[src/rtl/exu_axi_rd_arbiter.sv]
// exu_axi_rd_arbiter
// -----------------------------------------------------------------------------
// Shares the core's single AXI read port (AR + R) between two masters:
//   master 0 = IFU instruction fetch, master 1 = EXU LSU load path.
// Only one transaction is in flight at a time. A master owns the channel from
// arbitration until the R beat that carries rlast.
//
// Configuration macro:
//   EXU_ARB_RR_EN  defined   -> round-robin on a conflict (master != last_grant)
//                  undefined -> fixed priority, master 1 over master 0
//
// Ports:
//   clock, reset            clock; synchronous active-high reset
//   m0_* / m1_*             master-side AR request and R response
//   s_*                     slave-side AR request and R response
//   busy                    1 while in ADDR or DATA phase
//   grant                   index of the master that owns the channel
//   err_len                 one-cycle pulse when the rlast position disagrees
//                           with the accepted burst length
//   dbg_state               FSM state (0 IDLE, 1 ADDR, 2 DATA)
//   dbg_last_grant          master that completed the previous transaction
//
// Handshake rule (both AR and R channels): a transfer happens on a rising
// clock edge where valid and ready are both 1. valid never depends on ready.
// The arbiter only wires the owning master's valid/ready through; the other
// master sees valid=0 / ready=0 until it is granted.
// -----------------------------------------------------------------------------
module exu_axi_rd_arbiter #(
    parameter int AW = 32,
    parameter int DW = 32,
    parameter int LW = 8
) (
    input  logic          clock,
    input  logic          reset,

    input  logic          m0_arvalid,
    output logic          m0_arready,
    input  logic [AW-1:0] m0_araddr,
    input  logic [LW-1:0] m0_arlen,
    input  logic [2:0]    m0_arsize,
    output logic          m0_rvalid,
    input  logic          m0_rready,
    output logic [DW-1:0] m0_rdata,
    output logic [1:0]    m0_rresp,
    output logic          m0_rlast,

    input  logic          m1_arvalid,
    output logic          m1_arready,
    input  logic [AW-1:0] m1_araddr,
    input  logic [LW-1:0] m1_arlen,
    input  logic [2:0]    m1_arsize,
    output logic          m1_rvalid,
    input  logic          m1_rready,
    output logic [DW-1:0] m1_rdata,
    output logic [1:0]    m1_rresp,
    output logic          m1_rlast,

    output logic          s_arvalid,
    input  logic          s_arready,
    output logic [AW-1:0] s_araddr,
    output logic [LW-1:0] s_arlen,
    output logic [2:0]    s_arsize,
    input  logic          s_rvalid,
    output logic          s_rready,
    input  logic [DW-1:0] s_rdata,
    input  logic [1:0]    s_rresp,
    input  logic          s_rlast,

    output logic          busy,
    output logic          grant,
    output logic          err_len,
    output logic [1:0]    dbg_state,
    output logic          dbg_last_grant
);

    typedef enum logic [1:0] {
        ST_IDLE = 2'd0,
        ST_ADDR = 2'd1,
        ST_DATA = 2'd2
    } state_t;

    state_t        state;
    logic          last_grant;
    logic [LW-1:0] len_r;
    logic [LW-1:0] beat_cnt;

    logic in_addr;
    logic in_data;
    logic win;
    logic r_hs;

    // Phase qualifiers are forced low while reset is asserted so every
    // valid/ready output drops immediately, even in the reset cycle itself.
    assign in_addr = !reset && (state == ST_ADDR);
    assign in_data = !reset && (state == ST_DATA);

    // Arbitration winner, only consumed in IDLE.
    always_comb begin
`ifdef EXU_ARB_RR_EN
        if (m0_arvalid && m1_arvalid)
            win = ~last_grant;
        else
            win = m1_arvalid;
`else
        win = m1_arvalid;
`endif
    end

    // AR channel: forward the owning master only during ADDR.
    assign s_arvalid  = in_addr && (grant ? m1_arvalid : m0_arvalid);
    assign s_araddr   = grant ? m1_araddr : m0_araddr;
    assign s_arlen    = grant ? m1_arlen  : m0_arlen;
    assign s_arsize   = grant ? m1_arsize : m0_arsize;
    assign m0_arready = in_addr && !grant && s_arready;
    assign m1_arready = in_addr &&  grant && s_arready;

    // R channel: payload is broadcast, only valid is steered.
    assign s_rready  = in_data && (grant ? m1_rready : m0_rready);
    assign m0_rvalid = in_data && !grant && s_rvalid;
    assign m1_rvalid = in_data &&  grant && s_rvalid;
    assign m0_rdata  = s_rdata;
    assign m1_rdata  = s_rdata;
    assign m0_rresp  = s_rresp;
    assign m1_rresp  = s_rresp;
    assign m0_rlast  = s_rlast;
    assign m1_rlast  = s_rlast;

    assign r_hs = s_rvalid && s_rready;

    assign busy           = in_addr || in_data;
    assign dbg_state      = state;
    assign dbg_last_grant = last_grant;

    always_ff @(posedge clock) begin
        if (reset) begin
            state      <= ST_IDLE;
            grant      <= 1'b0;
            last_grant <= 1'b1;
            len_r      <= '0;
            beat_cnt   <= '0;
            err_len    <= 1'b0;
        end else begin
            err_len <= 1'b0;
            case (state)
                ST_IDLE: begin
                    // One bubble cycle: the winner is latched here and only
                    // forwarded to the slave from the next cycle on.
                    if (m0_arvalid || m1_arvalid) begin
                        grant <= win;
                        state <= ST_ADDR;
                    end
                end
                ST_ADDR: begin
                    if (s_arvalid && s_arready) begin
                        len_r    <= grant ? m1_arlen : m0_arlen;
                        beat_cnt <= '0;
                        state    <= ST_DATA;
                    end
                end
                ST_DATA: begin
                    if (r_hs) begin
                        beat_cnt <= beat_cnt + LW'(1);
                        // beat_cnt is the index of the current beat; rlast must
                        // coincide with index len_r. The FSM itself trusts rlast.
                        err_len  <= s_rlast ? (beat_cnt != len_r)
                                            : (beat_cnt == len_r);
                        if (s_rlast) begin
                            state      <= ST_IDLE;
                            last_grant <= grant;
                        end
                    end
                end
                default: state <= ST_IDLE;
            endcase
        end
    end

endmodule
[config.mk]
export PLATFORM = sky130hd
export DESIGN_NAME = exu_axi_rd_arbiter
export DESIGN_NICKNAME = d
export VERILOG_FILES = /design/src/rtl/exu_axi_rd_arbiter.sv
export SDC_FILE = /design/constraint.sdc
export NUM_CORES = 1
export LEC_CHECK = 0
export CORE_MARGIN = 8
export CORE_UTILIZATION = 25
export DETAILED_ROUTE_END_ITERATION = 16
export PLACE_DENSITY = 0.88
export SETUP_SLACK_MARGIN = 0.02
export SLEW_MARGIN = 20
export SYNTH_ARGS = -nofsm -noshare
export SYNTH_HDL_FRONTEND = slang
export SYNTH_SLANG_ARGS = --single-unit
export TNS_END_PERCENT = 5
[constraint.sdc]
create_clock -name clock -period 1.4 [get_ports clock]
set_input_delay 0.14 -clock clock [delete_from_list [all_inputs] [get_ports clock]]
set_output_delay 0.14 -clock clock [all_outputs]
set_load 0.01 [all_outputs]
# ---- Word-level counts from Yosys, hierarchy flattened
# Cells that the tools add are included.
dict set report word_totals {
  wordCells 57
  reg_bits 21
  in_bits 129
  out_inout_bits 125
}
dict set report classes {
  n_reduce_logical 26
  bitwise_logic 2
  n_mux 14
  eq_ne 8
  addsub 1
}
# op n
set op_table {}
lappend op_table {{two-way mux 32 bit} 1}
lappend op_table {{two-way mux 8 bit} 3}
lappend op_table {{one-hot mux 8 bit (2 select lines)} 1}
lappend op_table {{logical AND 1 bit} 14}
lappend op_table {{adder 8 x 1 -> 8 bit, second input constant} 1}
lappend op_table {{== test 8 bit} 1}
lappend op_table {{two-way mux 2 bit} 4}
lappend op_table {{inequality test 8 bit} 1}
lappend op_table {{inequality test 2 bit, second input constant} 3}
lappend op_table {{one-hot mux 2 bit (3 select lines)} 1}
lappend op_table {{AND reduction 3 bit} 2}
lappend op_table {{AND reduction 2 bit} 2}
lappend op_table {{AND reduction 4 bit} 1}
lappend op_table {{two-way mux 1 bit} 3}
lappend op_table {{two-way mux 3 bit} 1}
lappend op_table {{OR reduction 3 bit} 1}
lappend op_table {{== test 2 x 1 -> 1 bit, second input constant} 1}
lappend op_table {{== test 2 bit, second input constant} 1}
lappend op_table {{zero test 1 bit} 2}
lappend op_table {{zero test 2 bit} 1}
lappend op_table {{logical OR 1 bit} 2}
lappend op_table {{inequality test 2 x 1 -> 1 bit, second input constant} 1}
lappend op_table {{NOT 1 bit} 2}
lappend op_table {{nonzero test 2 bit} 1}

# ---- Longest topological paths before layout
# Gate-level depths: netlist of run 1.
dict set report logic_depth {
  depth_word 6
  ltp_mapped 7
  mapped_depth_nobuf 5
}

# ---- Least setup slack after synthesis of run 1
# OpenSTA, ideal clock, no wires.
dict set report synth_path {
  kind {register to register}
  start {reg state[1], in the netlist dbg_state[1]}
  end {reg last_grant, in the netlist dbg_last_grant}
  required_time_ns 1.280
  synth_period_minus_slack_ns 1.472
  stages_incl_launch_ff 8
  setup_time_ns 0.120
  path_slack_ns -0.072
  arrival_ns 1.353
  n_path_buf 3
  path_cell_list {dfxtp_1 > buf_2 > nand4bb_4 > buf_6 > nor2_4 > buf_6 > nand2_1 > a211o_1}
}
dict set report synth_between {
  elab_chain_len 5
}
# element line
set synth_lines {}
lappend synth_lines {{start, declared} 82} ;# state_t state;
lappend synth_lines {{start signal, assigned} 136} ;# state <= ST_IDLE;
lappend synth_lines {{start signal, assigned} 150} ;# state <= ST_ADDR;
lappend synth_lines {{start signal, assigned} 157} ;# state <= ST_DATA;
lappend synth_lines {{== test 2 bit *} {95, 144}}
lappend synth_lines {{logical AND 1 bit} 95} ;# assign in_data = !reset && (state == ST_DATA);
lappend synth_lines {{logical AND 1 bit} 118} ;# assign s_rready = in_data && (grant ? m1_rready : m0_rready);
lappend synth_lines {{logical AND 1 bit} 128} ;# assign r_hs = s_rvalid && s_rready;
lappend synth_lines {{AND reduction 3 bit (no source line) *} --}
lappend synth_lines {{end signal, assigned} 169} ;# last_grant <= grant;
lappend synth_lines {{end, declared} 83} ;# logic last_grant;
# Every way passes the cells marked *; elsewhere a longest branch is shown, timed or not.
# A chain may end at the register's enable or synchronous reset.

# ---- Worst setup path in the final report of run 1
dict set report layout_path {
  start {reg grant}
  end {reg beat_cnt[2]}
}
dict set report layout_between {
  elab_chain_len 5
  elab_cells_between_ends 9
  classes_between {eq/ne: 2; mux: 2; reduce/logical: 5}
}
# element line
set layout_lines {}
lappend layout_lines {{start, declared} 70} ;# output logic grant,
lappend layout_lines {{start signal, assigned} 149} ;# grant <= win;
lappend layout_lines {{two-way mux 1 bit (on tied branches)} {110, 118}}
lappend layout_lines {{logical AND 1 bit (on tied branches)} {110, 118}}
lappend layout_lines {{logical AND 1 bit (on tied branches)} {154, 128}}
lappend layout_lines {{inequality test 2 x 1 -> 1 bit (no source line) / inequality test 2 bit (equally long branches)} --}
lappend layout_lines {{AND reduction 3 bit (no source line) *} --}
lappend layout_lines {{end signal, assigned} 162} ;# beat_cnt <= beat_cnt + LW'(1);
lappend layout_lines {{end, declared} 85} ;# logic [LW-1:0] beat_cnt;
# Marks and branches as above.

==> flow_metrics.env, run 1 <==
export IMPL_drt_iter0_drc=113
export IMPL_ys_ff_latch=21
export IMPL_rsz0062_at_grt="yes"
export IMPL_num_vias=2118
export IMPL_clk_latency_ns=0.26
export IMPL_period_needed_ns=1.64
export IMPL_globalplace_congestion=0.882
export IMPL_antenna_found_initial=0
export IMPL_max_cap_violations=0
export IMPL_firstDrtPassIters=4
export IMPL_clockRootBuffer="clkbuf_8"
export IMPL_crit_arrival_ns=1.83
export IMPL_setup_ws_ns=-0.244
export IMPL_holdCritStartpoint="s_rdata[27]"
export IMPL_final_cell_mix="95 x clkdlybuf4s50_1, 36 x buf_6, 33 x mux2_4, 27 x buf_4, 20 x nor2_1"
export IMPL_final_common_cell="clkdlybuf4s50_1"
export IMPL_synthesis_nets=366
export IMPL_avgRoutedWirePerCell_um=19.8
export IMPL_diodes=0
export IMPL_grt_max_degree=21
export IMPL_p_per_area_nw_per_um2=578
export IMPL_drt_wl_total_mm=9.07
export IMPL_tightest_slew_ns=0.297
export IMPL_cts_sinks=21
export IMPL_grtUsageTotal_pct=14.2
export IMPL_irDropWorstVdd_uv=416
export IMPL_regArea_um2=432
export IMPL_dpl_cell_count=439
export IMPL_cts_tree="done"
export IMPL_ant_nets=0
export IMPL_port_buffers=151
export IMPL_crit_required_ns=1.59
export IMPL_cts_max_level=1
export IMPL_die_h_um=109
export IMPL_crit_start="grant"
export IMPL_netlist_instances=236
export IMPL_violations="negative setup slack"
export IMPL_overflow=0
export IMPL_skew_ns=0.00780
export IMPL_grt_pass1_vias=2388
export IMPL_grt_pass1_wl_mm=13.2
export IMPL_setup_tns_final_ns=-8.42
export IMPL_final_area_um2=3850
export IMPL_postSynthAreaPerCell_um2=9.21
export IMPL_yosys_cell_types_count=40
export IMPL_cp_end_kind="register"
export IMPL_p_leak_nw=1.58
export IMPL_die_width_um=109
export IMPL_cts_made_buffers=3
export IMPL_layout_area_overhead_vs_synth_pct=77.0
export IMPL_rr_startpoint="grant"
export IMPL_core_um2=8590
export IMPL_postCtsHoldBufs=0
export IMPL_start_kind="register"
export IMPL_multiInputGateArea_um2=1320
export IMPL_critPathKind="reg -> reg"
export IMPL_n_fill_cell=784
export IMPL_stdcell_count=458
export IMPL_post_place_ws_ns=-0.406
export IMPL_cts_path_max_buffers=2
export IMPL_ys_seq_area_share_pct=19.3
export IMPL_vias_per_cell=4.62
export IMPL_core_rowCount=34
export IMPL_yosysWarnings=0
export IMPL_fin_nets=481
export IMPL_worst_path_max_fanout=7
export IMPL_final_core_util_pct=44.8
export IMPL_final_hold_violation_count=0
export IMPL_min_period_over_period_pct=117
export IMPL_fmax_mhz=608
export IMPL_slew_viol_final=0
export IMPL_die_area_um2=11900
export IMPL_syn_area_um2=2170
export IMPL_placed_area_um2=3460
export IMPL_slew_limit_headroom_pct=80.2
export IMPL_initial_core_util_pct=25.3
export IMPL_drc=0
export IMPL_status="complete, but fails checks"
export IMPL_setup_viol=64
export IMPL_num_io_pins=254
export IMPL_cts_clk_slew_worst_paths_ns=0.08
export IMPL_hpwl_mm=6.99
export IMPL_layout_drive_gt1_share_pct=43.7
export IMPL_min_path_type="in -> out"
==> routing by layer <==
layer  GRT usage, %  vias up  wire [µm]  share of wire, %
li1               -      979          -                 -
met1           13.4      990       2990                33
met2           27.9      145       4830                53
met3           6.44        4       1200                13
met4           1.64        0         47              0.52
met5              0        -          0                 0
==> cell usage after synthesis (all sizes together) <==
cell type  instances  share of area (%)
a211o              1               0.40
a211oi             1               0.35
a21boi             1               0.35
a21oi              5                1.2
a22oi              2               0.69
a311oi             2                1.1
a31o               1               0.40
a41oi              1               0.75
and3               2               0.58
buf               79                 27
clkbuf             4               0.69
dfxtp             21                 19
ha                 1               0.58
inv                1               0.17
mux2              43                 22
mux2i             10                5.4
nand2              5               0.86
nand3              2               0.46
nand4              3               0.86
nand4bb            2                2.5
nor2              23                4.3
nor3               6                1.6
nor4               2               0.86
nor4b              1               0.40
o21ai              2               0.46
o22a               1               0.40
o22ai              1               0.58
o311a              2               0.92
or3                1               0.29
xnor2             10                4.0
==> cells by family (layout without fill, tap and decap cells) <==
logic type	count (synthesis)	in the layout	synth area share, %
buffers and inverters	84	198	28.1
muxes	53	53	27.6
and+or+nand+nor	47	47	12.8
DFF	21	21	19.3
AOI/OAI and AO/OA	20	20	7.54
xor gates and xnor gates	10	10	4.03
adders and majority gates	1	1	0.576
==> final timing paths <==
check                                 endpoint  slack, ns  cells after the start
worst max-delay path               beat_cnt[2]      -0.24                      7
worst min register to register  dbg_last_grant       0.50                      1
worst max register to register     beat_cnt[2]      -0.24                      7
worst min-delay path              m0_rdata[27]       0.28                      0
==> flip-flops by register name (all words and copies together), names as in the netlist <==
name	count
len_r	8
dbg_state	2
err_len	1
grant	1
dbg_last_grant	1
beat_cnt	8
==> report_power, final <==
part | switching [mW] | internal [mW]
Combinational | 0.415 | 0.785
Clock | 0.199 | 0.198
Sequential | 0.0185 | 0.609
Total | 0.632 | 1.59
==> repair_timing <==
item                                   in CTS  in global routing
cloned                                      3                  0
gates resized for setup                   265                 33
setup endpoints to repair                  73                 71
endpoints found under the hold margin       0                  0
buffers inserted                            6                  7
pin swaps                                  14                  7
==> cell type report <==
cell class / count / area share, %
well taps: 108 / 3.51
multi-input cells: 131 / 34.4
repair buffers: 193 / 49.5
flip-flops and latches: 21 / 11.2
clock inverters: 1 / 0.130
inverters: 1 / 0.0976
clock buffers: 3 / 1.07
==> through the flow <==
stage	total power [mW]	hold slack, ns
floorplan	1.18	0.296
global placement	1.63	0.280
detailed placement	1.64	0.280
CTS	2.22	0.280
global route	2.32	0.280
finish	2.22	0.280
==> critical path: stages, from the launching register on <==
cell and delay, ns:
dfxtp_4 0.37, buf_6 0.12, buf_12 0.13, mux2i_4 0.19
buf_12 0.14, buf_4 0.13, o311a_1 0.36, nor3_2 0.14
No activity file was read; power rests on OpenSTA's default activity.
==> run 2, diff against run 1 <==
--- a/config.mk
+++ b/config.mk
@@ -8,6 +8,7 @@
 export CORE_MARGIN = 8
 export CORE_UTILIZATION = 25
 export DETAILED_ROUTE_END_ITERATION = 16
+export MAX_ROUTING_LAYER = met4
 export PLACE_DENSITY = 0.88
 export SETUP_SLACK_MARGIN = 0.02
 export SLEW_MARGIN = 20
==> run 2 against run 1 <==
Net effect: the run still ends with negative setup slack left; sequential share of layout area about the same; core utilization grew 0.10 points; global-route usage increased by 0.42 points; critical path type is now reg -> out; critical endpoint is now s_arlen[3]; sequential power about the same; wire length about the same; register-to-register slack is essentially flat; power increased by 0.69%; combinational power about the same; first-iteration DRC count up 12%; cell area is 0.23% higher.
==> flow_metrics.env, run 2 (synthesis results as in run 1) <==
export IMPL_fmax_mhz=609
export IMPL_num_io_pins=254
export IMPL_final_hold_violation_count=0
export IMPL_initial_core_util_pct=25.3
export IMPL_stdcell_count=458
export IMPL_final_area_um2=3850
export IMPL_globalplace_congestion=0.897
export IMPL_finalPower_mw=2.24
export IMPL_firstDrtPassIters=4
export IMPL_overflow=0
export IMPL_min_period_over_period_pct=117
export IMPL_antenna_found_initial=0
export IMPL_vias_per_cell=4.61
export IMPL_core_rowCount=34
export IMPL_holdPathStages=0
export IMPL_grtUsageTotal_pct=14.6
export IMPL_ant_nets=0
export IMPL_cts_tree="done"
export IMPL_die_h_um=109
export IMPL_cp_end_kind="output pin"
export IMPL_drt_wl_total_mm=9.07
export IMPL_layout_area_overhead_vs_synth_pct=77.4
export IMPL_num_vias=2112
export IMPL_slew_viol_final=0
export IMPL_final_cell_mix="95 x clkdlybuf4s50_1, 38 x buf_6, 34 x mux2_4, 27 x buf_4, 20 x nor2_1"
export IMPL_critPathKind="reg -> out"
export IMPL_worst_path_max_fanout=12
export IMPL_skew_ns=0.00891
export IMPL_cts_path_max_buffers=2
export IMPL_grt_pass1_vias=2394
export IMPL_port_buffers=151
export IMPL_violations="negative setup slack"
export IMPL_setup_tns_final_ns=-8.32
export IMPL_dpl_cell_count=439
export IMPL_final_core_util_pct=44.9
export IMPL_postCtsHoldBufs=0
export IMPL_avgRoutedWirePerCell_um=19.8
export IMPL_cts_made_buffers=3
export IMPL_crit_arrival_ns=1.50
export IMPL_rr_endpoint="beat_cnt[2]"
export IMPL_p_leak_nw=1.59
export IMPL_holdCritStartpoint="s_rdata[27]"
export IMPL_hpwl_mm=6.99
export IMPL_cts_max_level=1
export IMPL_r2r_slack_ns=-0.24
export IMPL_diodes=0
export IMPL_grt_pass1_wl_mm=13.2
export IMPL_drc=0
export IMPL_irDropWorstVdd_uv=424
export IMPL_die_area_um2=11900
export IMPL_die_width_um=109
export IMPL_fin_hold_ws_ns=0.280
export IMPL_fin_nets=481
export IMPL_layout_drive_gt1_share_pct=44.3
export IMPL_setup_ws_ns=-0.242
export IMPL_drt_iter0_drc=127
export IMPL_setup_viol=64
export IMPL_grt_max_degree=21
export IMPL_cts_clk_slew_worst_paths_ns=0.07
export IMPL_period_needed_ns=1.64
export IMPL_tightest_slew_ns=0.251
export IMPL_r2r_cells=7
export IMPL_hold_end="m0_rdata[27]"
export IMPL_clockRootBuffer="clkbuf_8"
export IMPL_cts_sinks=21
export IMPL_clk_latency_ns=0.26
export IMPL_placed_area_um2=3460
export IMPL_status="complete, but fails checks"
export IMPL_min_path_type="in -> out"
export IMPL_post_place_ws_ns=-0.406
export IMPL_start_kind="register"
export IMPL_crit_required_ns=1.26
export IMPL_final_common_cell="clkdlybuf4s50_1"
export IMPL_rr_startpoint="grant"
export IMPL_slew_limit_headroom_pct=83.1
export IMPL_core_um2=8590
export IMPL_rsz0062_at_grt="yes"
export IMPL_max_cap_violations=0
export IMPL_p_per_area_nw_per_um2=581
## run 2: cell count changes in the layout (fill, tap and decap cells not counted)
cell     change
buf_2        -2
buf_6        +2
mux2_1       -2
a21oi_2      +1
a21oi_4      -1
mux2_2       +1
mux2_4       +1
## run 2: worst max path at each step
stage	start	to	cells after the start
floorplan	grant	s_araddr[10]	4
global placement	reset	m0_rvalid	4
detailed placement	reset	m1_rvalid	4
CTS	grant	s_araddr[2]	4
global route	grant	beat_cnt[2]	8
finish	grant	s_arlen[3]	5
## run 2: per-layer routing
layer  global-route usage (%)  routed length, µm  up-vias
met4                     1.45                 25        0
met3                     5.32               1070        2
met5                        -                  0        -
li1                         -                  -      979
met1                     14.0               3130      987
met2                     27.9               4850      144
## run 2: layout make-up
class | count | area, µm²
clock buffer | 3 | 41.3
clock inverter | 1 | 5.00
fill | 788 | 4740
inverter | 1 | 3.75
multi-input combinational | 131 | 1320
sequential | 21 | 432
tap | 108 | 135
timing repair buffer | 193 | 1920
## run 2: worst max-delay path: stages (launching register included)
cell	delay, ns
dfxtp_4	0.37
buf_4	0.14
buf_12	0.12
buf_16	0.15
mux2_4	0.31
buf_2	0.15
## run 2: timing repair
item | CTS | global route
pin swaps | 14 | 6
buffers inserted | 6 | 7
gates resized for setup | 265 | 36
gates cloned | 3 | 0
endpoints found under the setup margin | 73 | 71
## run 2: where the power goes
part	total, mW	switching, mW	internal, mW
Clock	0.401	0.202	0.198
Combinational	1.21	0.418	0.794
Sequential	0.628	0.0183	0.609
